### config.mk
export PLATFORM = sky130hd
export DESIGN_NAME = cic_comp_up_mac
export DESIGN_NICKNAME = d
export VERILOG_FILES = /design/src/rtl/cic_comp_pkg.sv /design/src/rtl/cic_comp_mac_core.sv /design/src/rtl/cic_comp_up_mac.sv
export SDC_FILE = /design/constraint.sdc
export NUM_CORES = 1
export LEC_CHECK = 0
export BUFFER_PORTS_ARGS = -buffer_cell sky130_fd_sc_hd__buf_2
export CAP_MARGIN = 40
export CORE_MARGIN = 2
export CORE_UTILIZATION = 40
export CTS_BUF_LIST = sky130_fd_sc_hd__clkbuf_8
export DETAILED_ROUTE_END_ITERATION = 8
export GPL_TIMING_DRIVEN = 0
export SYNTH_ARGS = -nofsm -noshare
export SYNTH_HDL_FRONTEND = slang
export SYNTH_SLANG_ARGS = --single-unit
### constraint.sdc
create_clock -name clk -period 17.2 [get_ports clk]
set_clock_uncertainty 0.05 [all_clocks]
set_input_delay 0.86 -clock clk [delete_from_list [all_inputs] [get_ports clk]]
set_output_delay 0.86 -clock clk [all_outputs]
set_load 0.005 [all_outputs]
### src/rtl/cic_comp_pkg.sv
`default_nettype none
// ============================================================================
// Module      : cic_comp_pkg
// Description : Shared types, constants and helpers for the CIC compensation
//               FIR family (interpolating and decimating variants).
// Revision    : 1.0 - initial release
// ============================================================================
package cic_comp_pkg;

    // Controller states shared by the compensation filters
    typedef enum logic [2:0] {
        ST_INIT  = 3'd0,
        ST_IDLE  = 3'd1,
        ST_LOAD  = 3'd2,
        ST_RUN   = 3'd3,
        ST_DRAIN = 3'd4,
        ST_DONE  = 3'd5
    } state_t;

    // Cycles needed to flush read -> multiply -> accumulate after the last issue
    localparam int DRAIN_CYCLES = 3;

    // Default ROM geometry: two branches of 17 taps, 15-bit signed words
    localparam int DEF_TAPS = 17;
    localparam int DEF_CW   = 15;

    // Default compensation ROM image: words 0..16 branch 0, 17..33 branch 1
    localparam int COEF_TAB [2*DEF_TAPS] = '{
        -12,  35,  -80, 160, -290, 490, -820, 1450, 12000, 3100,
        -1100, 560, -300, 150,  -70,  28,   -9,
        -5,   20,  -55, 120, -230, 400, -700, 1200,  4200, 11800,
        -1300, 620, -330, 170,  -80,  32,  -11
    };

    // Pack the default table into the flat vector the ROM parameter expects
    function automatic logic [2*DEF_TAPS*DEF_CW-1:0] default_coeffs();
        logic [2*DEF_TAPS*DEF_CW-1:0] v;
        v = '0;
        for (int k = 0; k < 2*DEF_TAPS; k++) begin
            v[k*DEF_CW +: DEF_CW] = DEF_CW'(COEF_TAB[k]);
        end
        return v;
    endfunction

    // Round half-up, arithmetic shift right, clamp to a dw_out-bit signed range
    function automatic logic signed [63:0] round_sat(input logic signed [63:0] acc,
                                                      input int shift,
                                                      input int dw_out);
        logic signed [63:0] r;
        logic signed [63:0] max_v;
        logic signed [63:0] min_v;
        r     = (acc + (64'sd1 <<< (shift - 1))) >>> shift;
        max_v = (64'sd1 <<< (dw_out - 1)) - 64'sd1;
        min_v = -(64'sd1 <<< (dw_out - 1));
        if (r > max_v) begin
            r = max_v;
        end else if (r < min_v) begin
            r = min_v;
        end
        return r;
    endfunction

endpackage
`default_nettype wire

### src/rtl/cic_comp_mac_core.sv
`default_nettype none
// ============================================================================
// Module      : cic_comp_mac_core
// Description : Sample buffer, coefficient ROM and a three-stage
//               read -> multiply -> accumulate pipeline. One address pair is
//               accepted per cycle while 'issue' is high; 'clear' zeroes the
//               accumulator and flushes the pipeline valids.
// Revision    : 1.0 - initial release
// ============================================================================
module cic_comp_mac_core
    import cic_comp_pkg::*;
#(
    parameter int DW_IN           = 16,
    parameter int CW              = 15,
    parameter int DW_ACC          = 32,
    parameter int POLYPHASE_DEPTH = 17,
    parameter int DEPTH           = 32,
    parameter logic [2*POLYPHASE_DEPTH*CW-1:0] COEFFS = default_coeffs(),
    localparam int AW  = $clog2(DEPTH),
    localparam int CIW = $clog2(2*POLYPHASE_DEPTH)
) (
    input  logic                     clk,
    input  logic                     reset_n,
    input  logic                     wr_en,
    input  logic [AW-1:0]            wr_addr,
    input  logic signed [DW_IN-1:0]  wr_data,
    input  logic                     clear,
    input  logic                     issue,
    input  logic [AW-1:0]            rd_addr,
    input  logic [CIW-1:0]           coeff_idx,
    output logic signed [DW_ACC-1:0] acc
);

    localparam int PW = DW_IN + CW;

    logic signed [DW_IN-1:0] mem [DEPTH];
    logic signed [DW_IN-1:0] r_sample;
    logic signed [CW-1:0]    r_coeff;
    logic signed [PW-1:0]    r_prod;
    logic                    r_vld_rd;
    logic                    r_vld_mul;

    // Buffer write port; contents are cleared by the controller's INIT sweep
    always_ff @(posedge clk) begin
        if (wr_en) begin
            mem[wr_addr] <= wr_data;
        end
    end

    // Read, multiply and accumulate stages, each one register deep
    always_ff @(posedge clk or negedge reset_n) begin
        if (!reset_n) begin
            r_sample  <= '0;
            r_coeff   <= '0;
            r_prod    <= '0;
            r_vld_rd  <= 1'b0;
            r_vld_mul <= 1'b0;
            acc       <= '0;
        end else begin
            r_sample  <= mem[rd_addr];
            r_coeff   <= $signed(COEFFS[int'(coeff_idx)*CW +: CW]);
            r_vld_rd  <= issue & ~clear;
            r_prod    <= PW'(r_sample) * PW'(r_coeff);
            r_vld_mul <= r_vld_rd & ~clear;
            if (clear) begin
                acc <= '0;
            end else if (r_vld_mul) begin
                acc <= acc + DW_ACC'(r_prod);
            end
        end
    end

endmodule
`default_nettype wire

### src/rtl/cic_comp_up_mac.sv
`default_nettype none
// ============================================================================
// Module      : cic_comp_up_mac
// Description : Interpolate-by-2 CIC compensation FIR. Each accepted tick
//               evaluates one polyphase branch on a shared MAC and publishes
//               the previous tick's result. The coefficient ROM image is the
//               packed COEFFS vector (word k at bits [k*CW +: CW]).
// Revision    : 1.0 - initial release
// ============================================================================
module cic_comp_up_mac
    import cic_comp_pkg::*;
#(
    parameter int DW_IN           = 16,
    parameter int DW_OUT          = 16,
    parameter int DW_ACC          = 32,
    parameter int CW              = 15,
    parameter int POLYPHASE_DEPTH = 17,
    parameter int DEPTH           = 32,
    parameter int SHIFT           = 14,
    parameter logic [2*POLYPHASE_DEPTH*CW-1:0] COEFFS = default_coeffs()
) (
    input  logic                     clk,
    input  logic                     reset_n,
    input  logic                     clk_enable,
    input  logic signed [DW_IN-1:0]  filter_in,
    output logic signed [DW_OUT-1:0] filter_out,
    output logic                     ce_out,
    output logic                     overrun
);

    localparam int AW  = $clog2(DEPTH);
    localparam int TW  = $clog2(POLYPHASE_DEPTH);
    localparam int CIW = $clog2(2*POLYPHASE_DEPTH);

    state_t                  r_state;
    logic                    r_phase;
    logic                    r_branch;
    logic [AW-1:0]           r_wptr;
    logic [AW-1:0]           r_base;
    logic [AW-1:0]           r_init_cnt;
    logic [TW-1:0]           r_tap;
    logic [1:0]              r_drain;
    logic signed [DW_OUT-1:0] r_result;

    logic                    w_tick_ok;
    logic                    w_wr_en;
    logic [AW-1:0]           w_wr_addr;
    logic signed [DW_IN-1:0] w_wr_data;
    logic [AW-1:0]           w_rd_addr;
    logic [CIW-1:0]          w_coeff_idx;
    logic signed [DW_ACC-1:0] w_acc;
    logic signed [DW_OUT-1:0] w_rounded;

    // Only a tick seen in IDLE starts work; INIT ticks are silently dropped
    assign w_tick_ok   = clk_enable && (r_state == ST_IDLE);
    assign w_wr_en     = (r_state == ST_INIT) || (w_tick_ok && !r_phase);
    assign w_wr_addr   = (r_state == ST_INIT) ? r_init_cnt : r_wptr;
    assign w_wr_data   = (r_state == ST_INIT) ? '0 : filter_in;
    assign w_rd_addr   = r_base - AW'(r_tap);
    assign w_coeff_idx = r_branch ? (CIW'(POLYPHASE_DEPTH) + CIW'(r_tap)) : CIW'(r_tap);
    assign w_rounded   = DW_OUT'(round_sat(64'(w_acc), SHIFT, DW_OUT));

    cic_comp_mac_core #(
        .DW_IN           (DW_IN),
        .CW              (CW),
        .DW_ACC          (DW_ACC),
        .POLYPHASE_DEPTH (POLYPHASE_DEPTH),
        .DEPTH           (DEPTH),
        .COEFFS          (COEFFS)
    ) u_mac (
        .clk       (clk),
        .reset_n   (reset_n),
        .wr_en     (w_wr_en),
        .wr_addr   (w_wr_addr),
        .wr_data   (w_wr_data),
        .clear     (r_state == ST_LOAD),
        .issue     (r_state == ST_RUN),
        .rd_addr   (w_rd_addr),
        .coeff_idx (w_coeff_idx),
        .acc       (w_acc)
    );

    // Controller: buffer init, tick acceptance, MAC sequencing and outputs
    always_ff @(posedge clk or negedge reset_n) begin
        if (!reset_n) begin
            r_state    <= ST_INIT;
            r_phase    <= 1'b0;
            r_branch   <= 1'b0;
            r_wptr     <= '0;
            r_base     <= '0;
            r_init_cnt <= '0;
            r_tap      <= '0;
            r_drain    <= '0;
            r_result   <= '0;
            filter_out <= '0;
            ce_out     <= 1'b0;
            overrun    <= 1'b0;
        end else begin
            ce_out <= 1'b0;
            if (clk_enable && (r_state != ST_INIT) && (r_state != ST_IDLE)) begin
                overrun <= 1'b1;
            end
            case (r_state)
                ST_INIT: begin
                    r_init_cnt <= r_init_cnt + AW'(1);
                    if (r_init_cnt == AW'(DEPTH - 1)) begin
                        r_state <= ST_IDLE;
                    end
                end
                ST_IDLE: begin
                    if (w_tick_ok) begin
                        filter_out <= r_result;
                        ce_out     <= 1'b1;
                        r_phase    <= ~r_phase;
                        r_branch   <= r_phase;
                        if (!r_phase) begin
                            r_base <= r_wptr;
                            r_wptr <= r_wptr + AW'(1);
                        end else begin
                            // Branch 1 reuses the newest sample written by the phase-0 tick
                            r_base <= r_wptr - AW'(1);
                        end
                        r_state <= ST_LOAD;
                    end
                end
                ST_LOAD: begin
                    r_tap   <= '0;
                    r_state <= ST_RUN;
                end
                ST_RUN: begin
                    r_tap <= r_tap + TW'(1);
                    if (r_tap == TW'(POLYPHASE_DEPTH - 1)) begin
                        r_drain <= '0;
                        r_state <= ST_DRAIN;
                    end
                end
                ST_DRAIN: begin
                    r_drain <= r_drain + 2'd1;
                    if (r_drain == 2'(DRAIN_CYCLES - 1)) begin
                        r_state <= ST_DONE;
                    end
                end
                ST_DONE: begin
                    r_result <= w_rounded;
                    r_state  <= ST_IDLE;
                end
                default: begin
                    r_state <= ST_INIT;
                end
            endcase
        end
    end

endmodule
`default_nettype wire
==> results.toml <==
[status]
status = "completed"

[drt]
met1_length_mm = 37.8
viasPerCell = 5.35
wl_per_cell_um = 21.8
num_vias = 22300
top_layer = "met4"
drt_wl_total_mm = 90.6
drc = 0
drtIter0Drc = 1839
drtPass1Iterations = 5
wl_met3_mm = 5.12
wl_met2_mm = 45.0
ant_nets = 0

[final_layout]
drive_gt1_frac = 0.170
mostFrequentLayoutCells = "512 x edfxtp_1, 313 x inv_1, 237 x fa_1, 208 x nand2_1, 160 x mux4_2"
layout_commonest_cell = "edfxtp_1"
fin_util = 0.456
syn_to_final_growth_pct = 12.7
fin_nets = 3237
stdcell_count = 4164

[clock_tree]
numCtsBuffers = 103
cts_tree = "done"
h-tree-depth = 3
clock_latency_ns = 0.72
postCtsSetupBuffers = 0
path_clk_slew_ns = 0.06
clock_tree.buffer_depth = 3
root_buffer = "clkbuf_8"
cts_resized = 0
cts_hold_buf = 0
cts.sinks = 669

[worst_setup_path]
r2r_cells = 21
r2r_end = "u_mac.r_prod[30]$_DFF_PN0_"
worstSetupStartpointType = "register"
regToRegSetupSlack_ns = 9.85
arrival_ns = 7.88
required_ns = 17.73
critical_path_class = "reg2reg"
reg2reg_from = "u_mac.r_sample[15]$_DFF_PN0_"
endpoint_kind = "register"
crit_fanout = 10

[place]
hpwl_mm = 68.5
dp.cells = 3985
gp_congestion = 0.890
io_buffers = 36

[sta]
finalHoldViolations = 0
max_slew_margin = 0.359
timing.hold.ws_ns = 0.152
setup_violations = 0
drv_slew = 0
fin_crit_ns = 7.35
worst_pin_slew_ns = 0.961
fmax_mhz = 136
rsz0062_at_grt = "false"
min_period_over_period = 0.428
fin_tns_setup_ns = 0

[die]
die_y_um = 309
start_util = 0.405
dieWidth_um = 309
die-area_mm2 = 0.0953
num_rows = 111
io-pin-count = 37
coreArea_mm2 = 0.0918

[worst_hold_path]
hp-class = "in2async"

[grt]
grt_pass1_wl_mm = 139
grt_overflow = 0
antenna_found_initial = 3
grt_pass1_vias = 23200
grt.total_usage = 0.194
grt_max_degree = 82

[synth]
synth-main-ff-cell = "edfxtp_1"
syn-num-nets = 3036
ys_seq_area_frac = 0.520
synthesis.area_mm2 = 0.0372
syn_inst = 2646
ys_async_sr_fraction = 0.235
synth_area_per_cell_um2 = 14.0
ys_seq_elements = 669
synth_cell_types = 75
synth_edf_count = 512
yosys_warnings = 0

[run]
maxCapViolCount = 0
synth_stat cells (all sizes together) (7+ instances only):
library cell    n  area [um2]
edfxtp        512       15400
inv           281        1050
fa            237        4740
nand2         208         781
mux4          160        3600
dfrtp         157        3930
ha            134        1680
and2          132         826
nor2          124         465
clkbuf         87         327
a21oi          86         445
o21ai          71         355
xnor2          63         559
mux2           35         394
nand3          32         160
xor2           27         236
a21o           25         188
buf            25         124
nor3           21         110
mux2i          19         190
nand2b         18         113
a211oi         16         125
o21a           16         120
o22a           15         131
a31oi          13        81.3
and3           12        75.1
nor2b          11        68.8
nand4           8        50.1
o211ai          8        65.1
o21bai          8        60.1
o22ai           7        43.8
per-layer routing:
metal | GRT usage | up-vias
li1 | - | 9843
met1 | 0.258 | 11600
met2 | 0.326 | 721
met3 | 0.0286 | 138
met4 | 0.0650 | 0
met5 | 0 | -
critical path: stages (launching register included):
cell and delay (ns):
dfrtp_1 0.48, clkbuf_1 0.47, nand2_1 0.20, inv_1 0.16
fa_1 0.56, fa_1 0.77, inv_1 0.23, fa_1 0.52
fa_1 0.60, fa_1 0.44, fa_1 0.49, inv_1 0.05
ha_1 0.35, and4_1 0.20, clkbuf_1 0.28, and4_1 0.23
a22oi_1 0.06, o211a_1 0.20, nand2b_1 0.15, o21ai_0 0.25
o41ai_1 0.12, xnor2_1 0.34
worst max path at each step:
stage | from | endpoint | slack [ns] | cells after the start
after floorplan | u_mac.r_coeff[0]$_DFF_PN0_ | u_mac.r_prod[30]$_DFF_PN0_ | 11.06 | 21
after global placement | u_mac.r_coeff[1]$_DFF_PN0_ | u_mac.r_prod[30]$_DFF_PN0_ | 9.98 | 21
after detailed placement | u_mac.r_sample[15]$_DFF_PN0_ | u_mac.r_prod[30]$_DFF_PN0_ | 9.90 | 21
after CTS | u_mac.r_sample[15]$_DFF_PN0_ | u_mac.r_prod[30]$_DFF_PN0_ | 9.84 | 21
after global routing | u_mac.r_sample[15]$_DFF_PN0_ | u_mac.r_prod[30]$_DFF_PN0_ | 9.50 | 21
final | u_mac.r_sample[15]$_DFF_PN0_ | u_mac.r_prod[30]$_DFF_PN0_ | 9.85 | 21
stage by stage:
| stage | setup WS [ns] | instance area [um2] |
|---|---|---|
| after floorplan | 11.06 | 37200 |
| after global placement | 9.98 | 38900 |
| after detailed placement | 9.90 | 39900 |
| after CTS | 9.84 | 41900 |
| after global routing | 9.50 | 41900 |
| final | 9.85 | 41900 |
kinds of logic after synthesis:
kind of cell | Yosys count | share of synthesized area
flip-flops | 669 | 0.520
adder cells (fa/ha/maj) | 371 | 0.173
AO/OA/AOI/OAI | 312 | 0.0551
buffers and inverters | 393 | 0.0405
XOR/XNOR | 90 | 0.0214
AND/OR/NAND/NOR | 597 | 0.0779
multiplexers | 214 | 0.113
flip-flops by register name, summed over array words and instances, names as in the netlist:
name,cells
u_mac.r_vld_mul,1
r_branch,1
r_phase,1
u_mac.r_coeff,15
r_init_cnt,5
u_mac.r_sample,16
u_mac.acc,32
filter_out,16
r_base,5
ce_out,1
r_drain,2
r_wptr,5
u_mac.r_prod,31
r_tap,5
r_state,3
u_mac.mem,512
u_mac.r_vld_rd,1
overrun,1
r_result,16
final cells by class:
type | count | area [um2]
Fill cell | 8154 | 49900
Sequential cell | 669 | 19300
Clock inverter | 62 | 419
Clock buffer | 116 | 1600
Buffer | 112 | 450
Timing Repair Buffer | 96 | 1040
Antenna cell | 1 | 2.50
Tap cell | 1243 | 1560
Inverter | 281 | 1050
Multi-Input combinational cell | 1584 | 16400
Power is not shown: default switching activity piles up to over one toggle a cycle in this logic, so the estimate is an artifact.
